`config.mk`:
```
export PLATFORM = sky130hd
export DESIGN_NAME = stereo_matrix_gain
export DESIGN_NICKNAME = d
export VERILOG_FILES = /design/src/rtl/stereo_matrix_gain.sv
export SDC_FILE = /design/constraint.sdc
export NUM_CORES = 1
export LEC_CHECK = 0
export CORE_MARGIN = 2
export CORE_UTILIZATION = 53
export CTS_BUF_LIST = sky130_fd_sc_hd__clkbuf_16
export DETAILED_ROUTE_END_ITERATION = 8
export PLACE_DENSITY = 0.78
export SETUP_SLACK_MARGIN = 0.05
export SLEW_MARGIN = 20
export SYNTH_ARGS = -nofsm -noshare
export SYNTH_HDL_FRONTEND = slang
export SYNTH_SLANG_ARGS = --single-unit
export TNS_END_PERCENT = 1
```
`constraint.sdc`:
```
create_clock -name clock -period 4.8 [get_ports clock]
set_input_delay 1.2 -clock clock [delete_from_list [all_inputs] [get_ports clock]]
set_output_delay 1.2 -clock clock [all_outputs]
set_load 0.02 [all_outputs]
```
`src/rtl/stereo_matrix_gain.sv`:
```
// Stereo mid/side matrix with programmable gains, one shared shift-add multiplier,
// floor scaling by 2^FRAC and saturation; one result pair per accepted sample strobe.
module stereo_matrix_gain #(
  parameter int DW   = 18,
  parameter int KW   = 4,
  parameter int FRAC = 3
) (
  input  logic                 clock,
  input  logic                 reset,
  input  logic                 clken_48,
  input  logic signed [DW-1:0] LEFT,
  input  logic signed [DW-1:0] RIGHT,
  input  logic        [KW-1:0] Ks,
  input  logic        [KW-1:0] Kd,
  output logic signed [DW-1:0] LI_in_LpR,
  output logic signed [DW-1:0] LI_in_LmR,
  output logic                 out_valid,
  output logic                 busy,
  output logic                 overrun
);

  localparam int AW = DW + KW;
  localparam int CW = (KW > 1) ? $clog2(KW) : 1;
  localparam logic [CW-1:0] LAST = CW'(KW - 1);
  localparam logic signed [AW-1:0] SAT_MAX = {{(KW+1){1'b0}}, {(DW-1){1'b1}}};
  localparam logic signed [AW-1:0] SAT_MIN = {{(KW+1){1'b1}}, {(DW-1){1'b0}}};

  typedef enum logic [1:0] {IDLE, MUL_S, MUL_D, DONE} state_t;

  state_t state, state_nxt;

  logic        [CW-1:0] cnt;
  logic signed [DW-1:0] mid_p0, side_p0;
  logic        [KW-1:0] ks_p0, kd_p0;
  logic signed [AW-1:0] acc_p1, prod_s_p1;

  logic signed [DW:0]   sum, diff;
  logic signed [DW-1:0] mul_op;
  logic                 mul_bit;
  logic                 last;
  logic signed [AW-1:0] addend, acc_nxt;

  function automatic logic signed [DW-1:0] scale_sat(input logic signed [AW-1:0] p);
    logic signed [AW-1:0] s;
    s = p >>> FRAC;
    if (s > SAT_MAX)      scale_sat = SAT_MAX[DW-1:0];
    else if (s < SAT_MIN) scale_sat = SAT_MIN[DW-1:0];
    else                  scale_sat = s[DW-1:0];
  endfunction

  // The halved sum/difference of two DW-bit values always fits DW bits.
  assign sum  = {LEFT[DW-1], LEFT} + {RIGHT[DW-1], RIGHT};
  assign diff = {LEFT[DW-1], LEFT} - {RIGHT[DW-1], RIGHT};

  assign last    = (cnt == LAST);
  assign mul_op  = (state == MUL_S) ? mid_p0 : side_p0;
  assign mul_bit = (state == MUL_S) ? ks_p0[cnt] : kd_p0[cnt];
  assign addend  = mul_bit ? (AW'(mul_op) <<< cnt) : '0;
  assign acc_nxt = acc_p1 + addend;

  always_ff @(posedge clock or posedge reset) begin
    if (reset) state <= IDLE;
    else       state <= state_nxt;
  end

  always_comb begin
    state_nxt = state;
    case (state)
      IDLE:    if (clken_48) state_nxt = MUL_S;
      MUL_S:   if (last)     state_nxt = MUL_D;
      MUL_D:   if (last)     state_nxt = DONE;
      DONE:                  state_nxt = IDLE;
      default:               state_nxt = IDLE;
    endcase
  end

  always_comb begin
    busy = (state != IDLE);
  end

  // Strobes that land on any non-idle cycle, DONE included, are dropped.
  always_ff @(posedge clock or posedge reset) begin
    if (reset)                             overrun <= 1'b0;
    else if (clken_48 && state != IDLE)    overrun <= 1'b1;
  end

  always_ff @(posedge clock or posedge reset) begin
    if (reset) begin
      cnt       <= '0;
      mid_p0    <= '0;
      side_p0   <= '0;
      ks_p0     <= '0;
      kd_p0     <= '0;
      acc_p1    <= '0;
      prod_s_p1 <= '0;
      LI_in_LpR <= '0;
      LI_in_LmR <= '0;
      out_valid <= 1'b0;
    end else begin
      out_valid <= 1'b0;
      case (state)
        IDLE: begin
          if (clken_48) begin
            mid_p0  <= DW'(sum >>> 1);
            side_p0 <= DW'(diff >>> 1);
            ks_p0   <= Ks;
            kd_p0   <= Kd;
            acc_p1  <= '0;
            cnt     <= '0;
          end
        end
        MUL_S: begin
          if (last) begin
            prod_s_p1 <= acc_nxt;
            acc_p1    <= '0;
            cnt       <= '0;
          end else begin
            acc_p1 <= acc_nxt;
            cnt    <= cnt + CW'(1);
          end
        end
        MUL_D: begin
          acc_p1 <= acc_nxt;
          cnt    <= last ? '0 : cnt + CW'(1);
        end
        DONE: begin
          LI_in_LpR <= scale_sat(prod_s_p1);
          LI_in_LmR <= scale_sat(acc_p1);
          out_valid <= 1'b1;
        end
        default: ;
      endcase
    end
  end

endmodule

```
==> impl_results.html <==
<table>
<tr><th>Metric</th><th>Value</th></tr>
<tr><th colspan="2">Timing</th></tr>
<tr><td>Final Cycle Share</td><td>slightly below 90%</td></tr>
<tr><td>Setup repair after global routing missed its margin</td><td>no</td></tr>
<tr><td>Minimum period implied by the final worst setup slack</td><td>4.22 ns</td></tr>
<tr><td>Final setup skew</td><td>around 0.010 ns</td></tr>
<tr><td>Worst slew pin tran</td><td>1.09 ns</td></tr>
<tr><td>Hold Vio Cnt, Final</td><td>0</td></tr>
<tr><td>Max Freq</td><td>~240 MHz</td></tr>
<tr><td>Setup_tns</td><td>0 ns</td></tr>
<tr><td>Setup violation total in the final timing report</td><td>0</td></tr>
<tr><td>Worst slew margin relative to its limit</td><td>between 20% and 30%</td></tr>
<tr><td>Number of pins exceeding their max-slew limit in the final report</td><td>0</td></tr>
<tr><th colspan="2">Routing</th></tr>
<tr><td>Wire length reported by the detailed router</td><td>18500 µm</td></tr>
<tr><td>DRC violations left</td><td>0</td></tr>
<tr><td>Via count</td><td>6801</td></tr>
<tr><td>DRC marker count from the first detailed-route iteration</td><td>416</td></tr>
<tr><td>DR vias/cell</td><td>~5.6</td></tr>
<tr><td>Total iterations of the first detailed-routing run</td><td>4</td></tr>
<tr><td>Per-cell routed wire length</td><td>~15 µm</td></tr>
<tr><td>Number of nets with antenna violations after routing</td><td>0</td></tr>
<tr><th colspan="2">Clock network</th></tr>
<tr><td>Clk Tree Root Cell</td><td>clkbuf_16</td></tr>
<tr><td>CTS clock-pin slew for the worst setup and hold paths</td><td>approximately 0.06 ns</td></tr>
<tr><td>Clock network latency to the later pin of the worst-skew pair</td><td>0.42 ns</td></tr>
<tr><td>Number of sinks handled by clock tree synthesis</td><td>roughly 130</td></tr>
<tr><td>TritonCTS clock tree</td><td>built</td></tr>
<tr><td>Buffers inserted by post-CTS timing repair</td><td>0</td></tr>
<tr><td>Buffer levels on the longest clock path</td><td>2</td></tr>
<tr><td>Hold buffer count at cts</td><td>0</td></tr>
<tr><td>Number of clock buffers inserted by TritonCTS</td><td>17</td></tr>
<tr><td>Count of H-tree levels built during CTS</td><td>4</td></tr>
<tr><td>Cts repair resizes</td><td>0</td></tr>
<tr><th colspan="2">Finish</th></tr>
<tr><td>Number of fill cells</td><td>1329</td></tr>
<tr><td>Antenna diode count</td><td>0</td></tr>
<tr><td>P&amp;R area growth vs syn</td><td>18.6%</td></tr>
<tr><td>Number of nets in the finished design</td><td>between 1000 and 1500</td></tr>
<tr><td>Area of the multi-input gates</td><td>~4900 µm²</td></tr>
<tr><td>Most frequent standard cell in the layout excluding fill and tap cells</td><td>dfrtp_1</td></tr>
<tr><td>Proportion of layout cells with a drive suffix above 1</td><td>roughly a tenth</td></tr>
<tr><td>Most frequent cells in the layout</td><td>dfrtp_1, nand2_1, clkdlybuf4s50_1, inv_1, o21ai_0</td></tr>
<tr><td>Sequential cell area</td><td>about 3200 µm²</td></tr>
<tr><th colspan="2">Power and ir drop</th></tr>
<tr><td>Pleak</td><td>~4.7 nW</td></tr>
<tr><td>P_sw</td><td>between 0.002 and 0.003 W</td></tr>
<tr><td>Post-layout power</td><td>between 0.006 and 0.007 W</td></tr>
<tr><td>Power per cell area</td><td>655 nW/µm²</td></tr>
<tr><td>Switching share of power</td><td>a little over two fifths</td></tr>
<tr><td>Peak ir drop on the vdd network</td><td>between 0.3 and 0.4 mV</td></tr>
<tr><td>Cell Int Power</td><td>between 0.003 and 0.004 W</td></tr>
<tr><td>Fraction of power consumed by sequential logic</td><td>28.4%</td></tr>
<tr><td>Portion of total power attributed to the clock network</td><td>between 10% and 20%</td></tr>
<tr><td>Share of total power in combinational logic</td><td>slightly above 50%</td></tr>
<tr><th colspan="2">Yosys</th></tr>
<tr><td>Mapped Nets</td><td>about 1000</td></tr>
<tr><td>Share of flip-flops with an asynchronous set or reset</td><td>100%</td></tr>
<tr><td>Mean cell area of the mapped netlist</td><td>just over 9 µm²</td></tr>
<tr><td>Number of distinct library cells after synthesis</td><td>between 60 and 70</td></tr>
<tr><td>Sequential element share of the synthesized area</td><td>37.2%</td></tr>
<tr><td>Post-synthesis instance total</td><td>between 900 and 1000</td></tr>
<tr><td>Total of warnings raised by yosys</td><td>0</td></tr>
<tr><td>Post-synth EDFFs</td><td>0</td></tr>
<tr><td>Flops &amp; latches, synth</td><td>about 130</td></tr>
<tr><td>Netlist Area Pre-Place</td><td>8530 µm²</td></tr>
<tr><td>Flip-flop cell with the highest count after synthesis</td><td>dfrtp_1</td></tr>
<tr><th colspan="2">Floorplan</th></tr>
<tr><td>Total number of placement rows</td><td>46</td></tr>
<tr><td>Horizontal die dimension</td><td>about 130 µm</td></tr>
<tr><td>Full die area</td><td>roughly 17000 µm²</td></tr>
<tr><td>Boundary pin count</td><td>86</td></tr>
<tr><td>Y dimension of the die</td><td>131 µm</td></tr>
<tr><td>Core box area</td><td>15800 µm²</td></tr>
<tr><td>Initial Utilization</td><td>a little over half</td></tr>
<tr><th colspan="2">Setup path</th></tr>
<tr><td>Crit Reg-Reg Startpoint</td><td>state[1]</td></tr>
<tr><td>Critical path required time</td><td>between 5 and 6 ns</td></tr>
<tr><td>Kind of start point of the critical path</td><td>flop</td></tr>
<tr><td>Element type at the critical path end</td><td>flop</td></tr>
<tr><td>Length in cells of the worst reg-to-reg path</td><td>16</td></tr>
<tr><td>Slack of the worst reg-to-reg path</td><td>0.58 ns</td></tr>
<tr><td>Arrival time reported for the critical path endpoint</td><td>4.53 ns</td></tr>
<tr><td>Maximum fanout encountered on the critical timing path</td><td>8</td></tr>
<tr><td>Worst r2r dst</td><td>prod_s_p1[20]</td></tr>
<tr><td>Crit Path Class</td><td>reg2reg</td></tr>
<tr><th colspan="2">GRT</th></tr>
<tr><td>Global-route wire length before repair</td><td>about 31000 µm</td></tr>
<tr><td>Met3 capacity usage during global routing</td><td>under 10%</td></tr>
<tr><td>Via count of the first global-routing pass</td><td>around 6500</td></tr>
<tr><td>Met1 layer usage reported by global route</td><td>between 30% and 40%</td></tr>
<tr><td>Largest net degree at the start of global routing</td><td>66</td></tr>
<tr><td>All-layer global routing usage</td><td>a little under a quarter</td></tr>
<tr><td>Overflow after GRT</td><td>0</td></tr>
<tr><td>Initial antenna violation count</td><td>0</td></tr>
<tr><td>M2 GR Usage</td><td>between 30% and 40%</td></tr>
<tr><td>Gr busiest metal</td><td>met2</td></tr>
<tr><th colspan="2">Place</th></tr>
<tr><td>RD Place Congestion</td><td>a little over 1</td></tr>
<tr><td>Count of buffers from port buffering</td><td>85</td></tr>
<tr><td>Final HPWL DP</td><td>roughly 14000 µm</td></tr>
<tr><th colspan="2">Outcome</th></tr>
<tr><td>Result of the run</td><td>complete, no violations</td></tr>
<tr><th colspan="2">Run</th></tr>
<tr><td>Number of max-cap violations</td><td>0</td></tr>
<tr><th colspan="2">Worst hold path</th></tr>
<tr><td>Type of the tightest min-delay check</td><td>reg2reg</td></tr>
<tr><td>Instance count along the most critical hold path</td><td>1</td></tr>
<tr><td>Hold-critical path endpoint</td><td>overrun</td></tr>
<tr><td>Startpoint of the worst hold path</td><td>overrun</td></tr>
</table>
sequential cells by signal, indices dropped and copies added (netlist names):
register	flops
state	2
prod_s_p1	19
out_valid	1
mid_p0	18
acc_p1	22
overrun	1
cnt	2
ks_p0	4
side_p0	18
LI_in_LpR	18
LI_in_LmR	18
kd_p0	4
synthesized netlist by cell type (7+ instances only):
library cell  number  area, µm²
or3_1              7       43.8
xor2_1             7       61.3
nor3_1            16       80.1
mux4_2            13        293
nor2_1            55        206
dfrtp_1          127       3180
ha_1              60        751
a21o_1            19        143
a211oi_1          14        105
inv_1             75        282
mux2i_1           12        120
o21a_1             9       67.6
xnor2_1           33        289
nand2_1          102        383
a21oi_1           64        320
a22o_1            18        158
nand3_1           11       55.1
mux2_2            28        315
o211ai_1          31        233
clkbuf_1          44        165
nor2b_1            8       50.1
o21ai_0           72        360
metrics by stage:
step / area [µm²] / std cells / hold WS (ns) / worst slack [ns] / utilization (%)
after floorplan: 8530 / 927 / 0.440 / 0.216 / -
after global placement: 9520 / 1183 / 0.452 / 0.714 / 60.1
after CTS: 10100 / 1215 / 0.461 / 0.571 / 63.9
after detailed placement: 9520 / 1183 / 0.443 / 0.644 / 60.1
after global routing: 10100 / 1215 / 0.467 / 0.324 / 63.9
final: 10100 / 1215 / 0.454 / 0.585 / 63.9
worst max path at each step:
stage | startpoint | to | slack (ns) | cells past startpoint
5_1_grt | state[1] | prod_s_p1[20] | 0.32 | 16
4_1_cts | state[1] | prod_s_p1[20] | 0.57 | 16
3_5_place_dp | RIGHT[4] | mid_p0[14] | 0.64 | 11
2_1_floorplan | reset | LI_in_LmR[0] | 0.22 | 1
6_report | state[1] | prod_s_p1[20] | 0.58 | 16
3_3_place_gp | RIGHT[2] | side_p0[15] | 0.71 | 11
area by class of cell:
class / count / share of cell area, %
clock buffers: 17 / 4.21
well taps: 216 / 2.67
inverters: 75 / 2.81
repair buffers: 96 / 9.23
flip-flops and latches: 127 / 31.4
clock inverters: 15 / 1.71
multi-input cells: 669 / 48.0
critical path, stage by stage, from the launching register on:
cell and delay [ns]:
dfrtp_1 0.41, inv_1 0.10, ha_1 0.46, buf_4 0.23, nor2b_1 0.06, a211oi_1 0.22
a21oi_1 0.08, nor3b_1 0.19, fa_1 0.44, a21o_1 0.20, a21oi_1 0.27, o21ai_1 0.17
a211oi_2 0.28, nor4b_2 0.11, o41ai_2 0.45, a2111oi_0 0.14, a211oi_1 0.29
routing by layer:
layer / vias up / wire, µm / share of wire (%)
met3: 27 / 657 / 3.6
li1: 3412 / - / -
met1: 3201 / 8620 / 47
met5: - / 0 / 0
met4: 0 / 339 / 1.8
met2: 161 / 8890 / 48
cells by family after synthesis:
group,synth area share [%]
AOI/OAI and AO/OA,21.0
and+or+nand+nor,12.6
buffers and inverters,5.98
DFF,37.2
adders and majority gates,10.2
muxes,8.80
xor gates and xnor gates,4.11
power groups by stage:
stage | Combinational [W] | Clock [W] | Sequential, W
2_1_floorplan | 0.00241 | 0 | 0.00193
3_3_place_gp | 0.00332 | 0 | 0.00188
3_5_place_dp | 0.00341 | 0 | 0.00190
4_1_cts | 0.00343 | 0.00131 | 0.00188
5_1_grt | 0.00381 | 0.00136 | 0.00194
6_report | 0.00344 | 0.00130 | 0.00188
(Power assumes the default switching activity.)
